**config.mk**
```make
export PLATFORM = sky130hd
export DESIGN_NAME = bram_delay_line_ctrl
export DESIGN_NICKNAME = d
export VERILOG_FILES = /design/src/rtl/bram_delay_line_ctrl.sv
export SDC_FILE = /design/constraint.sdc
export NUM_CORES = 1
export LEC_CHECK = 0
export ABC_CLOCK_PERIOD_IN_PS = 4100
export CAP_MARGIN = 10
export CELL_PAD_IN_SITES_DETAIL_PLACEMENT = 0
export CELL_PAD_IN_SITES_GLOBAL_PLACEMENT = 1
export CORE_UTILIZATION = 33
export DETAILED_ROUTE_END_ITERATION = 7
export GPL_ROUTABILITY_DRIVEN = 0
export GPL_TIMING_DRIVEN = 1
export PLACE_DENSITY_LB_ADDON = 0.2
export SLEW_MARGIN = 0
export SYNTH_ARGS = -nofsm -noshare
export SYNTH_HDL_FRONTEND = slang
export SYNTH_SLANG_ARGS = --single-unit
export TNS_END_PERCENT = 10
```
**constraint.sdc**
```tcl
create_clock -name clk -period 4.1 [get_ports clk]
set_input_delay 0.82 -clock clk [delete_from_list [all_inputs] [get_ports clk]]
set_output_delay 0.82 -clock clk [all_outputs]
set_load 0.02 [all_outputs]
```
**src/rtl/bram_delay_line_ctrl.sv**
```systemverilog
// Circular delay-line controller for a single-port, read-before-write, negedge BRAM.
// Each accepted sample is written at ptr while the word stored len samples earlier is read back.
module bram_delay_line_ctrl #(
    parameter int N = 9,
    parameter int W = 16
) (
    input  logic         clk,
    input  logic         rst_n,
    input  logic         flush,
    input  logic [N-1:0] cfg_delay,
    input  logic         in_valid,
    output logic         in_ready,
    input  logic [W-1:0] in_data,
    output logic         out_valid,
    input  logic         out_ready,
    output logic [W-1:0] out_data,
    output logic         busy,
    output logic [N-1:0] bram_addr,
    output logic         bram_read_write,
    output logic         bram_clear,
    output logic [W-1:0] bram_data_in,
    input  logic [W-1:0] bram_data_out
);

    // Handshakes: a sample moves on a posedge where valid & ready are both high;
    // valid never depends on ready, and out_data is held while out_valid & !out_ready.

    typedef enum logic {
        ST_INIT = 1'b0,
        ST_RUN  = 1'b1
    } state_e;

    localparam logic [N-1:0] ONE = {{(N-1){1'b0}}, 1'b1};

    state_e       state_q, state_d;
    logic [N-1:0] ptr_q, ptr_d;
    logic [N-1:0] len_q, len_d;
    logic         load_len_q, load_len_d;
    logic         out_valid_q, out_valid_d;
    logic [W-1:0] out_data_q, out_data_d;
    logic [N-1:0] len_eff;
    logic [N-1:0] last_ptr;
    logic         accept;

    // cfg_delay is taken on the first cycle after reset release; len=0 makes
    // last_ptr all-ones so the pointer wraps naturally at 2**N.
    assign len_eff  = load_len_q ? cfg_delay : len_q;
    assign last_ptr = len_eff - ONE;

    always_comb begin
        state_d         = state_q;
        ptr_d           = ptr_q;
        len_d           = len_eff;
        load_len_d      = 1'b0;
        out_valid_d     = out_valid_q;
        out_data_d      = out_data_q;
        in_ready        = 1'b0;
        accept          = 1'b0;
        bram_addr       = ptr_q;
        bram_read_write = 1'b0;
        bram_data_in    = '0;
        case (state_q)
            ST_INIT: begin
                // Gated by rst_n so nothing is written while reset is held.
                bram_read_write = rst_n;
                if (flush) begin
                    ptr_d = '0;
                    len_d = cfg_delay;
                end else if (ptr_q == last_ptr) begin
                    ptr_d   = '0;
                    state_d = ST_RUN;
                end else begin
                    ptr_d = ptr_q + ONE;
                end
            end
            ST_RUN: begin
                in_ready        = !flush && (!out_valid_q || out_ready);
                accept          = in_valid && in_ready;
                bram_data_in    = in_data;
                bram_read_write = accept && rst_n;
                if (flush) begin
                    state_d     = ST_INIT;
                    ptr_d       = '0;
                    len_d       = cfg_delay;
                    out_valid_d = 1'b0;
                end else if (accept) begin
                    out_data_d  = bram_data_out;
                    out_valid_d = 1'b1;
                    ptr_d       = (ptr_q == last_ptr) ? '0 : ptr_q + ONE;
                end else if (out_valid_q && out_ready) begin
                    out_valid_d = 1'b0;
                end
            end
            default: state_d = ST_INIT;
        endcase
    end

    always_ff @(posedge clk or negedge rst_n) begin
        if (!rst_n) begin
            state_q     <= ST_INIT;
            ptr_q       <= '0;
            len_q       <= '0;
            load_len_q  <= 1'b1;
            out_valid_q <= 1'b0;
            out_data_q  <= '0;
        end else begin
            state_q     <= state_d;
            ptr_q       <= ptr_d;
            len_q       <= len_d;
            load_len_q  <= load_len_d;
            out_valid_q <= out_valid_d;
            out_data_q  <= out_data_d;
        end
    end

    assign out_valid  = out_valid_q;
    assign out_data   = out_data_q;
    assign busy       = (state_q == ST_INIT);
    assign bram_clear = 1'b0;

endmodule

```
==> results.ini <==
[worst_setup_path]
cp-end-kind = primary output
r2r-end = bram_addr[7]$_DFFE_PN0P_
worstPathRequired_ns = 3.28
r2r_slack_ns = 1.28
crit_fanout = 12
start_kind = input port
r2r-start = load_len_q$_DFF_PN1_
reg2regPathDepth = 8
critPathKind = in -> out
cp.arrival_ns = 2.46

[layout]
antenna_cells = 0
final_nets = 332
nFillCells = 562
drive_above_1_share_pct = 13.7
area_growth_pct = 52.0
fin_area_um2 = 3140
multi_input_area_um2 = 1080
final-seq-area_um2 = 927

[outcome]
status = complete, no violations

[clock_tree]
cts_hold_buffers = 0
post_cts_resize_count = 0
cts_inserted_buffers = 5
cts_tree = built
post_cts_buffers = 0
cts_root_buffer = clkbuf_8
htreeDepth = 2
clk_path_buf_depth = 2
clk_latency_ns = 0.28
cts.sinks = 37
clk_pin_slew_ns = 0.08

[placement]
pre_cts_ws_ns = 0.791
hpwl_mm = 3.99
placed_area_um2 = 3030
port_buffers = 90

[synth]
ys_ff_latch = 37
avgSynthCellArea_um2 = 10.6
yosysMostFrequentCell = dfrtp_1
yosys.area.top_type = dfrtp_1
ys_types = 40
synth_edf_count = 0
synth_common_cells = dfrtp_1, mux2_2, and2_1, nor3_1, o21ai_0
syn_inst = 194
postSynth.asyncResetShare_pct = 100
synth-main-ff-cell = dfrtp_1
yosysSeqAreaShare_pct = 44.9
syn-cell-area_um2 = 2060
synthTopCellsByArea = dfrtp_1, mux2_2, and2_1
synth_top_area_share_pct = 43.7
synth_warnings = 0

[global_routing]
grt_max_degree = 38
grt_first_pass_wirelength_mm = 8.52
track_usage_pct = 17.3
grt.overflow.total = 0
grt_pass1_vias = 1748
antenna_found_initial = 0

[run]
maxCapViolations = 0

[routing]
wire_per_inst_um = 14.4
vias_per_cell = 4.92
vias = 1772
antenna_left = 0
wl_mm = 5.17
drt-initial-drc-count = 57
drc = 0
dr.pass1.iters = 4

[floorplanning]
die_area_um2 = 6570
chipWidth_um = 81.1
core_um2 = 5990
die_h_um = 81.1
rows = 28
boundaryPins = 92
initial_core_util_pct = 34.4

[pwr]
p_comb_share_pct = 22.0
swShare_pct = 26.2
leakage_nw = 1.30
p_clk_share_pct = 33.4
pwr-share-seq_pct = 44.7
power.internal_uw = 690
p_per_area_nw_per_um2 = 298
ir_drop_uv = 222
p_sw_uw = 244

[timing]
hold_viol_final = 0
fin_hold_ws_ns = 0.511
fin_ws_ns = 0.821
period_minus_slack_ns = 3.28
setup-violations-final = 0
max_freq_mhz = 305
period_share_pct = 80.0
drv_slew = 0
worstMarginPinSlew_ns = 0.733
max-slew-margin-rel_pct = 51.2
fin_skew_ns = 0.00718
rsz0062_at_grt = false
fin_setup_tns_ns = 0

[worst_hold_path]
worstHoldStart = out_data[5]$_DFFE_PN0P_
holdPathStages = 1
hp-class = reg -> reg
min_to = out_data[5]$_DFFE_PN0P_

==> registers in the layout (all words and copies together), names as in the netlist <==
signal,flops
len_q,9
out_data,16
bram_addr,9
out_valid,1
state_q,1
load_len_q,1
==> power by group through the flow <==
stage          Combinational, mW  Clock [mW]  Sequential [mW]
4_1_cts                    0.209       0.325            0.418
6_report                   0.205       0.312            0.418
3_5_place_dp               0.208           0            0.425
2_1_floorplan             0.0859           0            0.437
5_1_grt                    0.223       0.338            0.423
3_3_place_gp               0.207           0            0.425
==> placed cells by master (no fill, tap or decap), types with 7 or more instances in the layout <==
| master | count |
|---|---|
| mux2i_1 | 7 |
| dfrtp_1 | 36 |
| nand3_1 | 7 |
| nor3_1 | 11 |
| o21ai_0 | 11 |
| clkdlybuf4s50_1 | 89 |
| a21oi_1 | 8 |
| nor2_1 | 9 |
| xnor2_1 | 9 |
| mux2_2 | 25 |
| and2_1 | 17 |
==> area by class of cell <==
class,count,area share [%]
repair buffers,93,29.3
well taps,75,2.99
multi-input cells,145,34.4
inverters,2,0.239
clock buffers,6,2.31
clock inverters,2,1.24
flip-flops and latches,37,29.6
==> critical path: stages <==
cell and delay, ns:
clkdlybuf4s50_1 0.39, buf_4 0.17, nor2_1 0.17, a21o_1 0.17, and2_1 0.14, clkdlybuf4s50_1 0.60
==> stage by stage <==
step	total power, mW	instances	util, %
2_1_floorplan	0.523	195	-
3_3_place_gp	0.631	352	50.5
3_5_place_dp	0.633	352	50.5
4_1_cts	0.952	360	52.4
5_1_grt	0.985	360	52.4
6_report	0.935	360	52.4
==> how the worst max path moves through the flow <==
stage                              start                       end  slack [ns]  cells after the start
floorplan           load_len_q$_DFF_PN1_  bram_addr[7]$_DFFE_PN0P_        1.51                     10
global placement                   flush           bram_read_write        0.82                      6
detailed placement          cfg_delay[2]  bram_addr[7]$_DFFE_PN0P_        0.79                      7
CTS                                flush           bram_read_write        0.79                      6
global route                       flush           bram_read_write        0.71                      6
finish                             flush           bram_read_write        0.82                      6
==> kinds of logic (layout without fill, tap and decap cells) <==
logic type | after synthesis | count (layout) | synth area share [%]
adders and majority gates | 2 | 2 | 1.21
and+or+nand+nor | 64 | 64 | 18.0
DFF | 37 | 37 | 44.9
muxes | 32 | 32 | 17.0
other | 1 | 2 | 0.182
buffers and inverters | 13 | 103 | 2.97
xor gates and xnor gates | 15 | 15 | 6.37
AOI/OAI and AO/OA | 30 | 30 | 9.28
==> layer usage <==
metal  routed length, um  vias to the layer above  track usage [%]  part of all wire (%)
met3                 390                        4             5.51                   7.5
met5                   0                        -                0                     0
met2                2450                       55             27.5                    47
li1                    -                      877                -                     -
met1                2270                      836             22.2                    44
met4                  63                        0             5.54                   1.2
Power figures use the tool's default switching activity.
